## src/rtl/addsub_seq_pkg.sv

```systemverilog
// Shared types and opcode encodings for the addsub_seq front-end.
package addsub_seq_pkg;
  typedef enum logic [1:0] {IDLE, EXEC, OUT} state_t;

  localparam logic OP_ADD = 1'b1;
  localparam logic OP_SUB = 1'b0;
endpackage

```

## src/rtl/addsub_seq_addsub.sv

```systemverilog
// Combinational add/subtract datapath; result wraps modulo 2^WIDTH.
module addsub
  import addsub_seq_pkg::*;
#(
  parameter int WIDTH = 8
) (
  input  logic [WIDTH-1:0] a,
  input  logic [WIDTH-1:0] b,
  input  logic             add_sub,
  output logic [WIDTH-1:0] result
);
  always_comb begin
    result = (add_sub == OP_ADD) ? (a + b) : (a - b);
  end
endmodule

```

## src/rtl/addsub_seq.sv

```systemverilog
// Handshaked operand front-end and result/flag capture around addsub,
// with an accumulator for chained operations and a completed-op counter.
module addsub_seq
  import addsub_seq_pkg::*;
#(
  parameter int WIDTH = 8,
  parameter int CNT_W = 8
) (
  input  logic             clk,
  input  logic             reset,
  input  logic             in_valid,
  output logic             in_ready,
  input  logic [WIDTH-1:0] in_a,
  input  logic [WIDTH-1:0] in_b,
  input  logic             in_add_sub,
  input  logic             in_acc,
  input  logic             in_clr,
  output logic             out_valid,
  input  logic             out_ready,
  output logic [WIDTH-1:0] out_result,
  output logic             out_carry,
  output logic             out_ovf,
  output logic             out_zero,
  output logic [CNT_W-1:0] op_count
);
  state_t           state_q, state_d;
  logic [WIDTH-1:0] a_q, a_d, b_q, b_d;
  logic             op_q, op_d;
  logic [WIDTH-1:0] acc_q, acc_d, res_q, res_d;
  logic             carry_q, carry_d, ovf_q, ovf_d, zero_q, zero_d;
  logic             out_valid_q, out_valid_d, in_ready_q, in_ready_d;
  logic [CNT_W-1:0] cnt_q, cnt_d;
  logic [WIDTH-1:0] sum;
  logic [WIDTH:0]   ext;

  addsub #(.WIDTH(WIDTH)) u_addsub (
    .a       (a_q),
    .b       (b_q),
    .add_sub (op_q),
    .result  (sum)
  );

  // Extended form exposes carry/borrow in bit WIDTH for the flags.
  always_comb begin
    ext = (op_q == OP_ADD) ? ({1'b0, a_q} + {1'b0, b_q})
                           : ({1'b0, a_q} - {1'b0, b_q});
  end

  always_comb begin
    state_d     = state_q;
    a_d         = a_q;
    b_d         = b_q;
    op_d        = op_q;
    acc_d       = acc_q;
    res_d       = res_q;
    carry_d     = carry_q;
    ovf_d       = ovf_q;
    zero_d      = zero_q;
    out_valid_d = out_valid_q;
    cnt_d       = cnt_q;
    case (state_q)
      IDLE: begin
        if (in_valid && in_ready_q) begin
          if (in_clr) begin
            acc_d = '0;
            cnt_d = '0;
          end else begin
            a_d     = in_acc ? acc_q : in_a;
            b_d     = in_b;
            op_d    = in_add_sub;
            state_d = EXEC;
          end
        end
      end
      EXEC: begin
        res_d   = sum;
        carry_d = (op_q == OP_SUB) ? ~ext[WIDTH] : ext[WIDTH];
        if (op_q == OP_ADD)
          ovf_d = (a_q[WIDTH-1] == b_q[WIDTH-1]) && (ext[WIDTH-1] != a_q[WIDTH-1]);
        else
          ovf_d = (a_q[WIDTH-1] != b_q[WIDTH-1]) && (ext[WIDTH-1] != a_q[WIDTH-1]);
        zero_d      = (ext[WIDTH-1:0] == '0);
        out_valid_d = 1'b1;
        state_d     = OUT;
      end
      OUT: begin
        if (out_ready) begin
          acc_d       = res_q;
          cnt_d       = cnt_q + 1'b1;
          out_valid_d = 1'b0;
          state_d     = IDLE;
        end
      end
      default: state_d = IDLE;
    endcase
    in_ready_d = (state_d == IDLE);
  end

  always_ff @(posedge clk or negedge reset) begin
    if (!reset) begin
      state_q     <= IDLE;
      acc_q       <= '0;
      res_q       <= '0;
      carry_q     <= 1'b0;
      ovf_q       <= 1'b0;
      zero_q      <= 1'b0;
      out_valid_q <= 1'b0;
      in_ready_q  <= 1'b0;
      cnt_q       <= '0;
    end else begin
      state_q     <= state_d;
      acc_q       <= acc_d;
      res_q       <= res_d;
      carry_q     <= carry_d;
      ovf_q       <= ovf_d;
      zero_q      <= zero_d;
      out_valid_q <= out_valid_d;
      in_ready_q  <= in_ready_d;
      cnt_q       <= cnt_d;
    end
  end

  // Operand registers only matter once EXEC is reached, so they carry no reset.
  always_ff @(posedge clk) begin
    a_q  <= a_d;
    b_q  <= b_d;
    op_q <= op_d;
  end

  assign in_ready   = in_ready_q;
  assign out_valid  = out_valid_q;
  assign out_result = res_q;
  assign out_carry  = carry_q;
  assign out_ovf    = ovf_q;
  assign out_zero   = zero_q;
  assign op_count   = cnt_q;
endmodule

```

## config.mk

```make
export PLATFORM = sky130hd
export DESIGN_NAME = addsub_seq
export DESIGN_NICKNAME = d
export VERILOG_FILES = /design/src/rtl/addsub_seq_pkg.sv /design/src/rtl/addsub_seq_addsub.sv /design/src/rtl/addsub_seq.sv
export SDC_FILE = /design/constraint.sdc
export NUM_CORES = 1
export LEC_CHECK = 0
export ABC_AREA = 0
export CAP_MARGIN = 20
export CORE_MARGIN = 1.5
export CORE_UTILIZATION = 52
export CTS_BUF_LIST = sky130_fd_sc_hd__clkbuf_16
export CTS_CLUSTER_DIAMETER = 30
export DETAILED_ROUTE_END_ITERATION = 8
export PLACE_DENSITY = 0.8
export REMOVE_ABC_BUFFERS = 1
export SETUP_SLACK_MARGIN = 0.02
export SYNTH_ARGS = -nofsm -noshare
export SYNTH_HDL_FRONTEND = slang
export SYNTH_SLANG_ARGS = --single-unit
```

## constraint.sdc

```tcl
create_clock -name clk -period 2.9 [get_ports clk]
set_input_delay 0.725 -clock clk [delete_from_list [all_inputs] [get_ports clk]]
set_output_delay 0.725 -clock clk [all_outputs]
set_load 0.01 [all_outputs]
```

==> results of run 1 <==
-- power by group through the flow --
stage / logic, W / registers [W] / clock network [W]
final: 0.000848 / 0.00103 / 0.000549
after global routing: 0.000929 / 0.00106 / 0.000591
after CTS: 0.000842 / 0.00103 / 0.000562
after detailed placement: 0.000832 / 0.00104 / 0
after global placement: 0.000816 / 0.00104 / 0
after floorplan: 0.000433 / 0.00106 / 0
-- timing repair --
action                     4_1_cts  5_1_grt
setup buffers                    0        4
setup endpoints to repair        0        3
resized for setup                0        4
-- cell families after synthesis --
kind of cell | Yosys count | synth area share
and+or+nand+nor | 59 | 0.1294
DFF | 48 | 0.5451
xor gates and xnor gates | 19 | 0.07052
buffers and inverters | 14 | 0.02545
adders and majority gates | 11 | 0.06151
muxes | 14 | 0.06628
AOI/OAI and AO/OA | 35 | 0.1018
-- registers in the layout, indices dropped and copies added, names as in the netlist, 2 cells and up --
name        count
acc_q           8
out_result      8
state_q         2
op_count        8
a_q             8
b_q             8
-- path summary, 6_finish.rpt --
| check | start | end | slack, ns | cells past startpoint |
|---|---|---|---|---|
| setup / recovery | b_q[0] | out_ovf | 0.13 | 10 |
| hold / removal | out_carry | out_carry | 0.49 | 2 |
| min in group asynchronous | reset | out_result[3] | 0.82 | 2 |
| max in group asynchronous | reset | op_count[3] | 1.80 | 2 |
| hold reg to reg | out_carry | out_carry | 0.49 | 2 |
| setup reg to reg | b_q[0] | out_ovf | 0.13 | 10 |
-- metal layers --
metal / track usage / up-vias / routed length, µm
li1: - / 829 / -
met1: 0.2678 / 783 / 2085
met2: 0.3187 / 38 / 2154
met3: 0.05339 / 7 / 199
met4: 0.07051 / 0 / 71
met5: 0 / - / 0
-- placed cells by master, fill, tap and decap left out, types with 2 or more instances in the layout --
| master | instances |
|---|---|
| ha_1 | 10 |
| clkinv_2 | 2 |
| nand2b_1 | 3 |
| nand4_1 | 3 |
| nand2_1 | 11 |
| clkdlybuf4s50_1 | 43 |
| inv_1 | 8 |
| edfxtp_1 | 17 |
| dfrtp_1 | 31 |
| nor4b_1 | 2 |
| nand4b_1 | 2 |
| o31ai_1 | 2 |
| a22o_1 | 9 |
| nor2b_1 | 3 |
| xnor2_1 | 5 |
| nand3_1 | 6 |
| a21oi_1 | 10 |
| nor3_1 | 4 |
| clkbuf_16 | 5 |
| buf_4 | 8 |
| xor2_1 | 14 |
| nor2_1 | 16 |
| o21ai_0 | 8 |
| mux2_2 | 13 |
| a21o_1 | 2 |
-- worst max-delay path: stages, from the launching register on --
cell and delay, ns:
edfxtp_1 0.42, inv_1 0.08, ha_1 0.22, mux2_2 0.28, ha_1 0.31, a211oi_2 0.25, nor3_1 0.10, a2111oi_2 0.31
xor2_1 0.31, nor3_1 0.09, o31a_1 0.28
-- cell type report --
class,count,area [µm²],share of cell area
clock buffer,5,125.1,0.04105
tap,52,65.06,0.02135
timing repair buffer,51,490.5,0.1609
clock inverter,3,13.76,0.004516
inverter,8,30.03,0.009852
sequential,48,1286,0.4220
multi-input combinational,138,1037,0.3403
-- stage by stage --
stage          utilization  cell area [µm²]  total power (W)
2_1_floorplan            -             2330         0.001495
3_3_place_gp        0.6572             2861         0.001854
4_1_cts             0.6891             3000         0.002435
6_report            0.7000             3048         0.002427
5_1_grt             0.7000             3048         0.002575
3_5_place_dp        0.6572             2861         0.001875
==> flow_results.org, run 1 <==
** Timing
- For the pin with the worst max-slew slack, the measured transition is 0.4085 ns.
- Worst slew slack as a fraction of its limit :: 0.7251
- The tightest hold path in the finished design has a slack of 0.4925 ns.
- The number of hold violations in the final report came to 0.
- Final-report setup violation count :: 0
- Summed over all failing endpoints, the final setup total negative slack is 0 ns.
- Final WS setup :: 0.1339 ns
- Derived from the worst setup path, the maximum achievable clock frequency is 0.3615 GHz.
- Setup repair after global routing missed its margin :: false
- Across the routed clock network, the largest skew measured is 0.002311 ns.
- Number of max-slew violations in the final report :: 0
- Period utilisation layout :: 0.9538
- Final critical-path required period :: 2.766 ns

** GRT
- Initial antenna violation count :: 0
- Global routing finished with a remaining overflow of 0.
- First-pass GRT wire length :: 7665 µm
- Vias in the first global route :: 1651
- Across every metal layer, demand over resource in global routing totals 0.2011.
- Pin count of the biggest net entering global routing :: 32

** Synth
- Summing every instance area after synthesis gives 2360 µm².
- Yosys top cell area share :: 0.3287
- Top cells by instance count after synthesis :: dfrtp_1 (31), edfxtp_1 (17), nor2_1 (17), xor2_1 (14), mux2_2 (13)
- Post-synth cell types :: 34
- Predominant post-synthesis flop cell :: dfrtp_1
- Largest area contributor in the synthesized netlist :: dfrtp_1
- By area the synthesized netlist is led by dfrtp_1 (33%), edfxtp_1 (22%), mux2_2 (6.2%).
- FFs w/ async S/R, synth :: 0.6458
- Average cell area after synthesis :: 11.80 µm²
- Mapped Cells :: 200
- Part of the Yosys area used for sequential elements :: 0.5451
- The synthesized design contains 17 enable-type register cells.
- Yosys printed 0 warnings.
- Cell with the most instances after synthesis :: dfrtp_1
- The synthesized design contains 48 register bits.

** Clocking
- For the worst-skew pair, the clock arrives at the later sink with an insertion delay of 0.29 ns.
- Clock tree from TritonCTS :: done
- In this run, CTS created clock tree buffers numbering 5.
- Number of buffers on the longest clock path :: 2
- Clock transition time at the flip-flop clock pins of the worst setup and hold paths :: 0.06 ns
- H-tree level count :: 2
- The root buffer cell chosen for the clock tree is clkbuf_16.
- Buffers inserted to repair hold after CTS numbered 0.
- Clock tree sinks :: 48

** Layout
- The number of antenna diodes in the final layout is 0.
- Layout cells sized above 1 :: 0.1423
- Number of standard cells in the layout, taps in and fillers out :: 305
- Layout filler cell count :: 337
- After the last flow step, the layout net total stands at 286.
- From synthesis to final layout, the design area changed by 29.16%.

** Route
- Vias per std cell :: 5.433
- DRT iter0 DRCs :: 113
- Wire per inst :: 14.79 µm
- The first detailed-routing pass took 4 iterations.
- Remaining number of nets flagged by the antenna check after routing :: 0
- For this run, design rule violations remaining after detail routing come to 0.
- Total Routed Length :: 4510 µm
- Number of vias in the routed layout :: 1657

** Power and ir drop
- Leakage :: 1.284 nW
- Part of the power in combinational logic :: 0.349
- The internal power of the cells totals 0.001669 W.
- The share of total power dissipated in the clock network is 0.226.
- Sw Ratio :: 0.3125
- Sequential share of power :: 0.424
- Switching power total :: 0.0007586 W
- Power Density :: 796.4 nW/µm²
- The worst-case IR drop observed on VDD is 0.0004488 V.

** Worst hold path
- Min-Delay Path Class :: register to register

** Die
- From bottom edge to top edge, the die measures 70.37 µm.
- The initial utilization of the core area, before any placement, comes to 0.5420.
- Die Footprint :: 4951 µm²
- Io pins :: 44
- Core Region :: 4354 µm²
- The floorplan has 24 rows.
- The die is 70.37 µm wide.

** Placement
- During placement, the flow inserted port buffers numbering 43.
- Final weighted congestion in routability-driven placement :: 0.7774
- Worst setup slack before clock tree synthesis :: 0.05377 ns
- Count of placed standard cells including taps :: 293
- The wire-length estimate of the detail-placed layout is 3245 µm.

** Setup path
- Critical path capture point type :: register
- Nature of the critical path startpoint :: register
- WP data required :: 3.07 ns
- The setup path with the least slack is of type register to register.
- Along the worst path, the maximum fanout reaches 4.
- Arrival time worst endpoint :: 2.94 ns

** Run
- Count of max-cap constraint violations :: 0

** Run status
- Run status :: complete, no violations
No activity file was read; power rests on OpenSTA's default activity.
==> run 2: changes to the inputs <==
--- a/config.mk
+++ b/config.mk
@@ -11,7 +11,9 @@
 export CORE_UTILIZATION = 52
 export CTS_BUF_LIST = sky130_fd_sc_hd__clkbuf_16
 export CTS_CLUSTER_DIAMETER = 30
+export CTS_CLUSTER_SIZE = 30
 export DETAILED_ROUTE_END_ITERATION = 8
+export HOLD_SLACK_MARGIN = 0.08
 export PLACE_DENSITY = 0.8
 export REMOVE_ABC_BUFFERS = 1
 export SETUP_SLACK_MARGIN = 0.02
==> results of run 2 <==
No change in the layout: final DEF, timing and power equal those of run 1.
==> run 3: changes to the inputs <==
--- a/config.mk
+++ b/config.mk
@@ -13,6 +13,7 @@
 export CTS_CLUSTER_DIAMETER = 30
 export CTS_CLUSTER_SIZE = 30
 export DETAILED_ROUTE_END_ITERATION = 8
+export GPL_TIMING_DRIVEN = 0
 export HOLD_SLACK_MARGIN = 0.08
 export PLACE_DENSITY = 0.8
 export REMOVE_ABC_BUFFERS = 1
==> constraint.sdc (replaced) <==
create_clock -name clk -period 2.9 [get_ports clk]
set_input_delay 0.725 -clock clk [delete_from_list [all_inputs] [get_ports clk]]
set_output_delay 0.725 -clock clk [all_outputs]
set_load 0.02 [all_outputs]
==> run 3 against run 2 <==
Effect of this change:
- total power increased by 9.0%
- first-iteration DRC count decreased by 30%
- worst setup slack got worse by 0.044 ns
- non-clock buffer count increased by 2
- critical path type unchanged
- die area unchanged
- sequential power about the same
- clock skew increased by 0.0021 ns
- core utilization increased by 2.3 points
- via count increased by 4.4%
- maximum frequency decreased by 1.5%
==> flow_results.org, run 3 (same netlist as run 1, synthesis figures left out) <==
** Timing
- The hold slack came to 0.4954 ns (was 0.4925 ns).
- The aggregate negative setup slack was 0 ns (unchanged).
- Final critical-path required period :: 2.810 ns (was 2.766 ns)
- Final-report setup violation count :: 0 (unchanged)
- Transition time at the pin with the least slew margin :: 0.9793 ns (was 0.4085 ns)
- The relative slew slack was 0.3380 (was 0.7251).
- The maximum clock skew at final layout came to 0.004395 ns (was 0.002311 ns).
- Final number of hold-violating endpoints :: 0 (unchanged)
- The number of pins with negative max-slew slack in the final report was 0 (unchanged).
- The highest clock rate was 0.3559 GHz (was 0.3615 GHz).
- Period utilisation layout :: 0.9688 (was 0.9538)

** Route
- The total wire length is 5013 µm (was 4510 µm).
- Met2 Wirelength :: 2621 µm (was 2154 µm)
- Count of TritonRoute iterations in the first routing pass :: 4 (unchanged)
- The highest routing layer actually used is met4 (unchanged).
- Number of vias in the routed layout :: 1730 (was 1657)
- The met3 wire length was 213 µm (was 199 µm).
- DRT iter0 DRCs :: 79 (was 113)
- The wire length per cell was 16.33 µm (was 14.79 µm).
- The via density per instance is 5.635 (was 5.433).
- DRC errors left :: 0 (unchanged)
- The remaining antenna violation count is 0 (unchanged).
- Routed metal-1 wirelength :: 2119 µm (was 2085 µm)

** GRT
- The largest net degree at the start of global routing came to 22 (was 32).
- The residual overflow from global routing is 0 (unchanged).
- The initial antenna violation count is 0 (unchanged).
- The global-route usage over all layers came to 0.2109 (was 0.2011).
- First-pass GRT wire length :: 7969 µm (was 7665 µm)
- Vias in the first global route :: 1715 (was 1651)

** Layout
- The final layout net count was 288 (was 286).
- The utilization after layout was 0.7233 (was 0.7000).
- The final instance count without filler cells is 307 (was 305).
- The antenna cell count came to 0 (unchanged).
- Top library cells by usage in the layout, fill and taps aside: clkdlybuf4s50_1 (43), dfrtp_1 (31), edfxtp_1 (17), nor2_1 (16), xor2_1 (14) (unchanged).
- Layout cells sized above 1 :: 0.1725 (was 0.1423)
- The layout overhead on the synthesized area came to 33.46% (was 29.16%).
- Most frequent standard cell in the layout excluding fill and tap cells :: clkdlybuf4s50_1 (unchanged)

** Setup path
- WS Path Type :: register to register (unchanged)
- Reg-to-reg critical path startpoint :: b_q[0] (unchanged)
- Critical path's largest stage delay :: 0.42 ns (about the same)
- The largest driver fanout on the critical path came to 4 (unchanged).
- The data arrival time of the critical path came to 2.98 ns (was 2.94 ns).
- Nature of the critical path startpoint :: register (unchanged)
- Endpoint of the worst register-to-register path :: out_ovf (unchanged)
- The slack of the worst reg-to-reg path is 0.09 ns (was 0.13 ns).
- WP data required :: 3.07 ns (about the same)
- FF-to-FF path depth :: 11 (was 10)
- Series of cell instances along the critical path :: inv_1, ha_1, mux2_2, ha_4, a211oi_2, nor3_2, a2111oi_2, xor2_1, buf_4, and3_2, o31a_1 (was inv_1, ha_1, mux2_2, ha_1, a211oi_2, nor3_1, a2111oi_2, xor2_1, nor3_1, o31a_1)
- Critical path capture point type :: register (unchanged)
- Cell with the largest stage delay on the worst path :: edfxtp_1 (unchanged)

** Die
- Io pins :: 44 (unchanged)
- The overall die height came to 70.37 µm (unchanged).
- The area enclosed by the die boundary was 4951 µm² (unchanged).
- Horiz. Die Dim :: 70.37 µm (unchanged)
- The core box area is 4354 µm² (unchanged).
- The placement row count was 24 (unchanged).
- The initial core utilization was 0.5420 (unchanged).

** Placement
- Number of port buffers :: 43 (unchanged)
- Count of placed standard cells including taps :: 292 (was 293)
- The half-perimeter wire length after placement is 3426 µm (was 3245 µm).
- The placer congestion estimate is 0.7872 (was 0.7774).

** Clocking
- CTS Hold Buffers Added :: 0 (unchanged)
- Clock Latency Late Sink :: 0.29 ns (about the same)
- Number of buffers on the longest clock path :: 2 (unchanged)
- The root buffer selected by CTS is clkbuf_16 (unchanged).
- The clock tree from TritonCTS is done (unchanged).
- The number of clock sinks was 48 (unchanged).
- H-tree level count :: 2 (unchanged)
- Total clock buffers created by CTS :: 5 (unchanged)
- Clock transition time at the flip-flop clock pins of the worst setup and hold paths :: 0.06 ns (about the same)

** Power and ir drop
- Sequential share of power :: 0.391 (was 0.424)
- The fraction of power consumed by the clock network came to 0.231 (was 0.226).
- Part of the power in combinational logic :: 0.378 (was 0.349)
- The leakage component of the power is 1.316 nW (was 1.284 nW).
- Peak ir drop on the vdd network :: 0.0005050 V (was 0.0004488 V)
- The power after layout was 0.002646 W (was 0.002427 W).
- The switching portion of total power is 0.3340 (was 0.3125).
- The power density of the placed cells was 840.3 nW/µm² (was 796.4 nW/µm²).
- Switching power total :: 0.0008838 W (was 0.0007586 W)
- The cell-internal power was 0.001763 W (was 0.001669 W).

** Worst hold path
- The endpoint with the worst hold slack is out_carry (unchanged).
- Worst hold stages :: 2 (unchanged)
- Min-Delay Path Class :: register to register (unchanged)
- Worst hold path startpoint :: out_carry (unchanged)

** Run status
- Run status :: complete, no violations (unchanged)

** Run
- The number of max-capacitance violations reported came to 0 (unchanged).
[run 3: cell count changes in the layout (fill, tap and decap cells not counted), sizes merged]
cell / previous run / this run
buf: 8 / 10
clkbuf: 5 / 6
clkinv: 3 / 1
inv: 8 / 9
[run 3: worst max path at each step]
stage,from,to,slack [ns],cells past startpoint
6_report,b_q[0],out_ovf,0.09,11
4_1_cts,b_q[3],out_ovf,0.04,12
3_3_place_gp,in_valid,b_q[1],-1.32,3
5_1_grt,b_q[0],out_ovf,-0.03,12
3_5_place_dp,b_q[2],out_ovf,-0.07,11
2_1_floorplan,in_valid,a_q[0],-0.004,2
[run 3: final cells by class]
| cell class | instances | area, µm² |
|---|---|---|
| clock buffer | 6 | 150.1 |
| clock inverter | 2 | 8.758 |
| fill | 311 | 1205 |
| inverter | 8 | 30.03 |
| multi-input combinational | 138 | 1084 |
| sequential | 48 | 1286 |
| tap | 52 | 65.06 |
| timing repair buffer | 53 | 525.5 |
[run 3: power groups by stage]
stage | registers [W] | clock network (W) | logic, W
after CTS | 0.00103 | 0.000622 | 0.000959
final | 0.00103 | 0.000612 | 0.00100
after global placement | 0.00104 | 0 | 0.000881
after floorplan | 0.00114 | 0 | 0.000433
after detailed placement | 0.00104 | 0 | 0.000913
after global routing | 0.00106 | 0.000644 | 0.00109
[run 3: per-stage QoR]
stage	worst slack [ns]	area (µm²)
CTS	0.04055	3054
global route	-0.03156	3149
finish	0.09037	3149
detailed placement	-0.06536	2874
floorplan	-0.004453	2330
global placement	-1.317	2825
[run 3: worst max-delay path, delay by kind of cell, from the launching register on]
family / cells / cell delay, ns
DFF: 1 / 0.42
adders and majority gates: 2 / 0.51
and+or+nand+nor: 2 / 0.28
AOI/OAI and AO/OA: 3 / 0.84
buffers and inverters: 2 / 0.24
muxes: 1 / 0.30
xor gates and xnor gates: 1 / 0.11
[run 3: routing by layer]
layer  vias to the layer above  track usage
met1                       859       0.2646
met2                        38       0.3553
li1                        828            -
met3                         5      0.05483
met5                         -            0
met4                         0      0.06838
[run 3: timing repair]
item,in CTS,in global routing
resized for setup,1,11
endpoints found under the setup margin,2,3
setup buffers,2,5
cloned,0,0
pin swaps,1,3
